==> src/rtl/alu.sv <==
// 8-bit registered ALU: AND/OR/ADD/NOT/SUB/CMP/SRL/SLT with zero and signed-less-than flags.
// Latency 1 clock; result/zero/set_o (and carry_o/ovf_o when ALU_FLAGS_EN is defined) hold while valid_i=0.
// No backpressure: a new op is accepted every cycle; valid_o is a registered copy of valid_i.
module alu #(
  parameter int WIDTH = 8
) (
  input  logic             clk,
  input  logic             rst,
  input  logic             valid_i,
  input  logic [WIDTH-1:0] rs_i,
  input  logic [WIDTH-1:0] rt_i,
  input  logic [2:0]       opcode_i,
  output logic [WIDTH-1:0] alu_result_o,
  output logic             zero,
  output logic             set_o,
`ifdef ALU_FLAGS_EN
  output logic             carry_o,
  output logic             ovf_o,
`endif
  output logic             valid_o
);

  localparam logic [2:0] OP_AND = 3'b000;
  localparam logic [2:0] OP_OR  = 3'b001;
  localparam logic [2:0] OP_ADD = 3'b010;
  localparam logic [2:0] OP_NOT = 3'b011;
  localparam logic [2:0] OP_SUB = 3'b100;
  localparam logic [2:0] OP_CMP = 3'b101;
  localparam logic [2:0] OP_SRL = 3'b110;
  localparam logic [2:0] OP_SLT = 3'b111;

  logic [WIDTH-1:0] result_nxt;
  logic             slt_nxt;

  // Signed compare is shared by SLT's result and the set_o flag for every opcode.
  assign slt_nxt = $signed(rs_i) < $signed(rt_i);

  // Result mux; arithmetic wraps modulo 2^WIDTH.
  always_comb begin
    result_nxt = '0;
    unique case (opcode_i)
      OP_AND:         result_nxt = rs_i & rt_i;
      OP_OR:          result_nxt = rs_i | rt_i;
      OP_ADD:         result_nxt = rs_i + rt_i;
      OP_NOT:         result_nxt = ~rs_i;
      OP_SUB, OP_CMP: result_nxt = rs_i - rt_i;
      OP_SRL:         result_nxt = rs_i >> 1;
      OP_SLT:         result_nxt = {{(WIDTH-1){1'b0}}, slt_nxt};
      default:        result_nxt = '0;
    endcase
  end

`ifdef ALU_FLAGS_EN
  logic [WIDTH:0] sum_ext;
  logic [WIDTH:0] diff_ext;
  logic           carry_nxt;
  logic           ovf_nxt;

  assign sum_ext  = {1'b0, rs_i} + {1'b0, rt_i};
  assign diff_ext = {1'b0, rs_i} - {1'b0, rt_i};

  // Carry/borrow and signed overflow only for the add and subtract family; zero elsewhere.
  always_comb begin
    carry_nxt = 1'b0;
    ovf_nxt   = 1'b0;
    unique case (opcode_i)
      OP_ADD: begin
        carry_nxt = sum_ext[WIDTH];
        ovf_nxt   = (rs_i[WIDTH-1] == rt_i[WIDTH-1]) && (sum_ext[WIDTH-1] != rs_i[WIDTH-1]);
      end
      OP_SUB, OP_CMP: begin
        carry_nxt = diff_ext[WIDTH];
        ovf_nxt   = (rs_i[WIDTH-1] != rt_i[WIDTH-1]) && (diff_ext[WIDTH-1] != rs_i[WIDTH-1]);
      end
      default: begin
        carry_nxt = 1'b0;
        ovf_nxt   = 1'b0;
      end
    endcase
  end

  // Extra flags follow the same capture/hold rule as the result.
  always_ff @(posedge clk or posedge rst) begin
    if (rst) begin
      carry_o <= 1'b0;
      ovf_o   <= 1'b0;
    end else if (valid_i) begin
      carry_o <= carry_nxt;
      ovf_o   <= ovf_nxt;
    end
  end
`endif

  // Capture result and flags on valid ops; valid_o tracks valid_i every cycle.
  always_ff @(posedge clk or posedge rst) begin
    if (rst) begin
      alu_result_o <= '0;
      zero         <= 1'b0;
      set_o        <= 1'b0;
      valid_o      <= 1'b0;
    end else begin
      valid_o <= valid_i;
      if (valid_i) begin
        alu_result_o <= result_nxt;
        zero         <= (result_nxt == '0);
        set_o        <= slt_nxt;
      end
    end
  end

endmodule

==> config.mk <==
export PLATFORM = sky130hd
export DESIGN_NAME = alu
export DESIGN_NICKNAME = d
export VERILOG_FILES = /design/src/rtl/alu.sv
export SDC_FILE = /design/constraint.sdc
export NUM_CORES = 1
export LEC_CHECK = 0
export BUFFER_PORTS_ARGS = -buffer_cell sky130_fd_sc_hd__buf_2
export CORE_UTILIZATION = 30
export DETAILED_ROUTE_END_ITERATION = 12
export SYNTH_ARGS = -nofsm -noshare
export SYNTH_HDL_FRONTEND = slang
export SYNTH_SLANG_ARGS = --single-unit
==> constraint.sdc <==
create_clock -name clk -period 1 [get_ports clk]
set_input_delay 0.1 -clock clk [delete_from_list [all_inputs] [get_ports clk]]
set_output_delay 0.1 -clock clk [all_outputs]
set_load 0.01 [all_outputs]
==> impl_results.md <==
- Outcome: finished with violations
- Failing checks: negative setup slack
- Syn_area_per_cell: 8.21 um^2
- Layout area overhead: 70.8%
- Latest clock arrival within the worst-skew pair: 0.24 ns
- Min cycle time layout: 2.00 ns
- Via density per instance: 4.80
- CP arrival: 2.13 ns
- Final GP Congestion: 0.834
- Finished Layout Cells: 390
- Final Cycle Share: 200%
- Post-synthesis sequential area ratio: 15.9%
- Final WL: 5.29 mm
- Final HPWL DP: 4.06 mm
- Final setup fails: 10
- Top-count cell post-synth: ha_1
- Clock share of power: 17.8%
- Nets: 370
- Max Cap Viol: 0
- TritonCTS Buffers: 3
- Die Width: 78 um
- Deepest clock path buffer count: 2
- Yosys reg bits: 11
- DRC: 0
- Synth Cell Area: 1730 um^2
- Core footprint: 5540 um^2
- Required @ worst endpoint: 1.12 ns
- N_diodes: 0
- Critical path startpoint category: input port
- CTS H-tree lvls: 1
- Sequential Power Share: 22.1%
- Reg2reg setup slack: 0.24 ns
- Clock Sink Count: 11
- Skew final: 0 ns
- Routed length per instance: 13.6 um
- PnR worst setup slack: -1.00 ns
- Leakage: 0.00143 uW
- Row Count: 27
- VDD IR-drop max: 0.586 mV
- Setup CP Type: input port to register
- TritonCTS clock tree: done
- Starting Density: 31.3%
- HP Class: input port to register
- Overflow after GRT: 0
- Reg2reg start: alu_result_o[0]
- Crit path launch: rs_i[0]
- Critical Path Sink Type: register
- Synth warn: 0
- Combinational share of power: 60.1%
- Slew HR: 72.9%
- Synth top cells by count: ha_1, inv_1, nor2_1
- RSZ-0062 raised after global routing: true
- Number of placed cells counting well taps: 370
- Sw power: 883 uW
- Final ANT Viol Nets: 0
- Final Hold Fails: 0
- Pin count of the biggest net entering global routing: 16
- First-pass GRT wire length: 8.91 mm
- Minimum hold slack: 0.229 ns
- DRT iter0 DRCs: 117
- Die Y: 78 um
- R2R depth: 1
- Reg2reg end: alu_result_o[0]
- Int Pwr: 1580 uW
- Async S/R FF share, synth: 100%
- Root Driver: clkbuf_8
- Syn_nets: 262
- Worst-margin pin slew: 0.406 ns
- Pwr per Cell Area: 834 nW/um^2
- Worst-path fanout max: 3
- Crit path capture: alu_result_o[7]
- Die area: 6080 um^2
- Fmax: 500 MHz
- Final core utilization: 53.4%
- Slew Limit Fails: 0
- Ys flop type: dfrtp_1
- Share of cells above drive strength 1: 56.6%
- I/O pin cnt: 33
- Clock slew at reported path FFs: 0.05 ns
- Yosys top cell by area: ha_1
- Drt pass-1 iters: 5
- Post-synth EDFFs: 0
- Global router's overall resource usage: 18.6%
- Number of global-route vias before repair: 1910
- Sw Ratio: 35.8%
- Synth cell types: 55
- Top cells by area, synth: ha_1, dfrtp_1, inv_1
- Cells after Synth: 211
- Via count: 1872
- Yosys top cell area share: 19.5%
- Port bufs: 32
- Initial antenna violation count: 0
[layout by cell type, fill, tap and decap left out, types with 3 or more instances in the layout]
cell	synthesis	routed
buf_4	1	80
buf_2	4	27
nor2_1	26	25
ha_1	27	16
inv_1	26	15
nand2_1	11	11
dfrtp_1	11	11
a21oi_2	3	8
ha_4	0	8
a21oi_1	13	7
inv_4	0	6
nand2b_1	6	6
mux2i_1	6	6
inv_2	2	6
mux2_4	1	4
buf_8	0	4
o2bb2ai_1	4	3
o21ai_0	4	3
a21o_1	3	3
ha_2	0	3
clkbuf_8	0	3
[logic make-up after synthesis]
kind of cell | Yosys count | share of synthesized area [%]
adders and majority gates | 29 | 21.8
xor gates and xnor gates | 4 | 2.02
buffers and inverters | 41 | 10.3
muxes | 12 | 8.23
DFF | 11 | 15.9
AOI/OAI and AO/OA | 58 | 26.4
and+or+nand+nor | 56 | 15.5
[power by group through the flow]
stage / clock network [uW] / registers (uW) / logic (uW)
after floorplan: 0 / 580 / 637
after global placement: 0 / 548 / 1180
after CTS: 450 / 544 / 1440
after global routing: 477 / 550 / 1610
after detailed placement: 0 / 550 / 1200
final: 440 / 545 / 1480
[registers in the layout, indices dropped and copies added (netlist names)]
name	flops
valid_o	1
zero	1
set_o	1
alu_result_o	8
[how the worst min path moves through the flow]
stage	start	end	slack [ns]	cells after the start
floorplan	rst	alu_result_o[0]	-0.05	1
global placement	rst	valid_o	0.10	2
detailed placement	rst	valid_o	0.11	2
CTS	valid_i	valid_o	0.23	2
global route	valid_i	valid_o	0.24	2
finish	valid_i	valid_o	0.23	2
[repair_timing]
action / in CTS / in global routing
buffers inserted: 19 / 5
pin swaps: 42 / 23
endpoints found under the setup margin: 10 / 10
hold endpoints to repair: 11 / 0
hold buffers: 1 / 0
gates cloned: 0 / 0
gates resized for setup: 68 / 5
[layer usage]
layer | part of all wire, % | GRT usage (%) | vias up
li1 | - | - | 942
met1 | 47 | 23.1 | 883
met2 | 49 | 33.9 | 41
met3 | 2.8 | 2.35 | 6
met4 | 1.1 | 3.89 | 0
met5 | 0 | 0 | -
[cell type report]
type | instances | area, um^2
Clock buffer | 4 | 45.0
Fill cell | 514 | 2580
Inverter | 28 | 125
Multi-Input combinational cell | 159 | 1560
Sequential cell | 11 | 275
Tap cell | 72 | 90.1
Timing Repair Buffer | 116 | 868
[stage by stage]
stage	power [uW]	TNS, ns	cell area, um^2	setup slack, ns
6_report	2470	-7.33	2960	-1.00
5_1_grt	2640	-8.07	2960	-1.11
4_1_cts	2430	-7.06	2920	-0.936
3_5_place_dp	1750	-10.27	2500	-1.33
3_3_place_gp	1730	-10.04	2500	-1.31
2_1_floorplan	1220	-6.92	1800	-0.984
[critical path: stages]
cell       delay, ns
buf_8           0.11
ha_4            0.16
buf_4           0.12
buf_4           0.12
a21o_1          0.20
a221oi_4        0.34
a21oi_2         0.13
a2111oi_4       0.31
o21ai_1         0.12
o211a_1         0.16
mux2_4          0.26
Power figures use the tool's default switching activity.
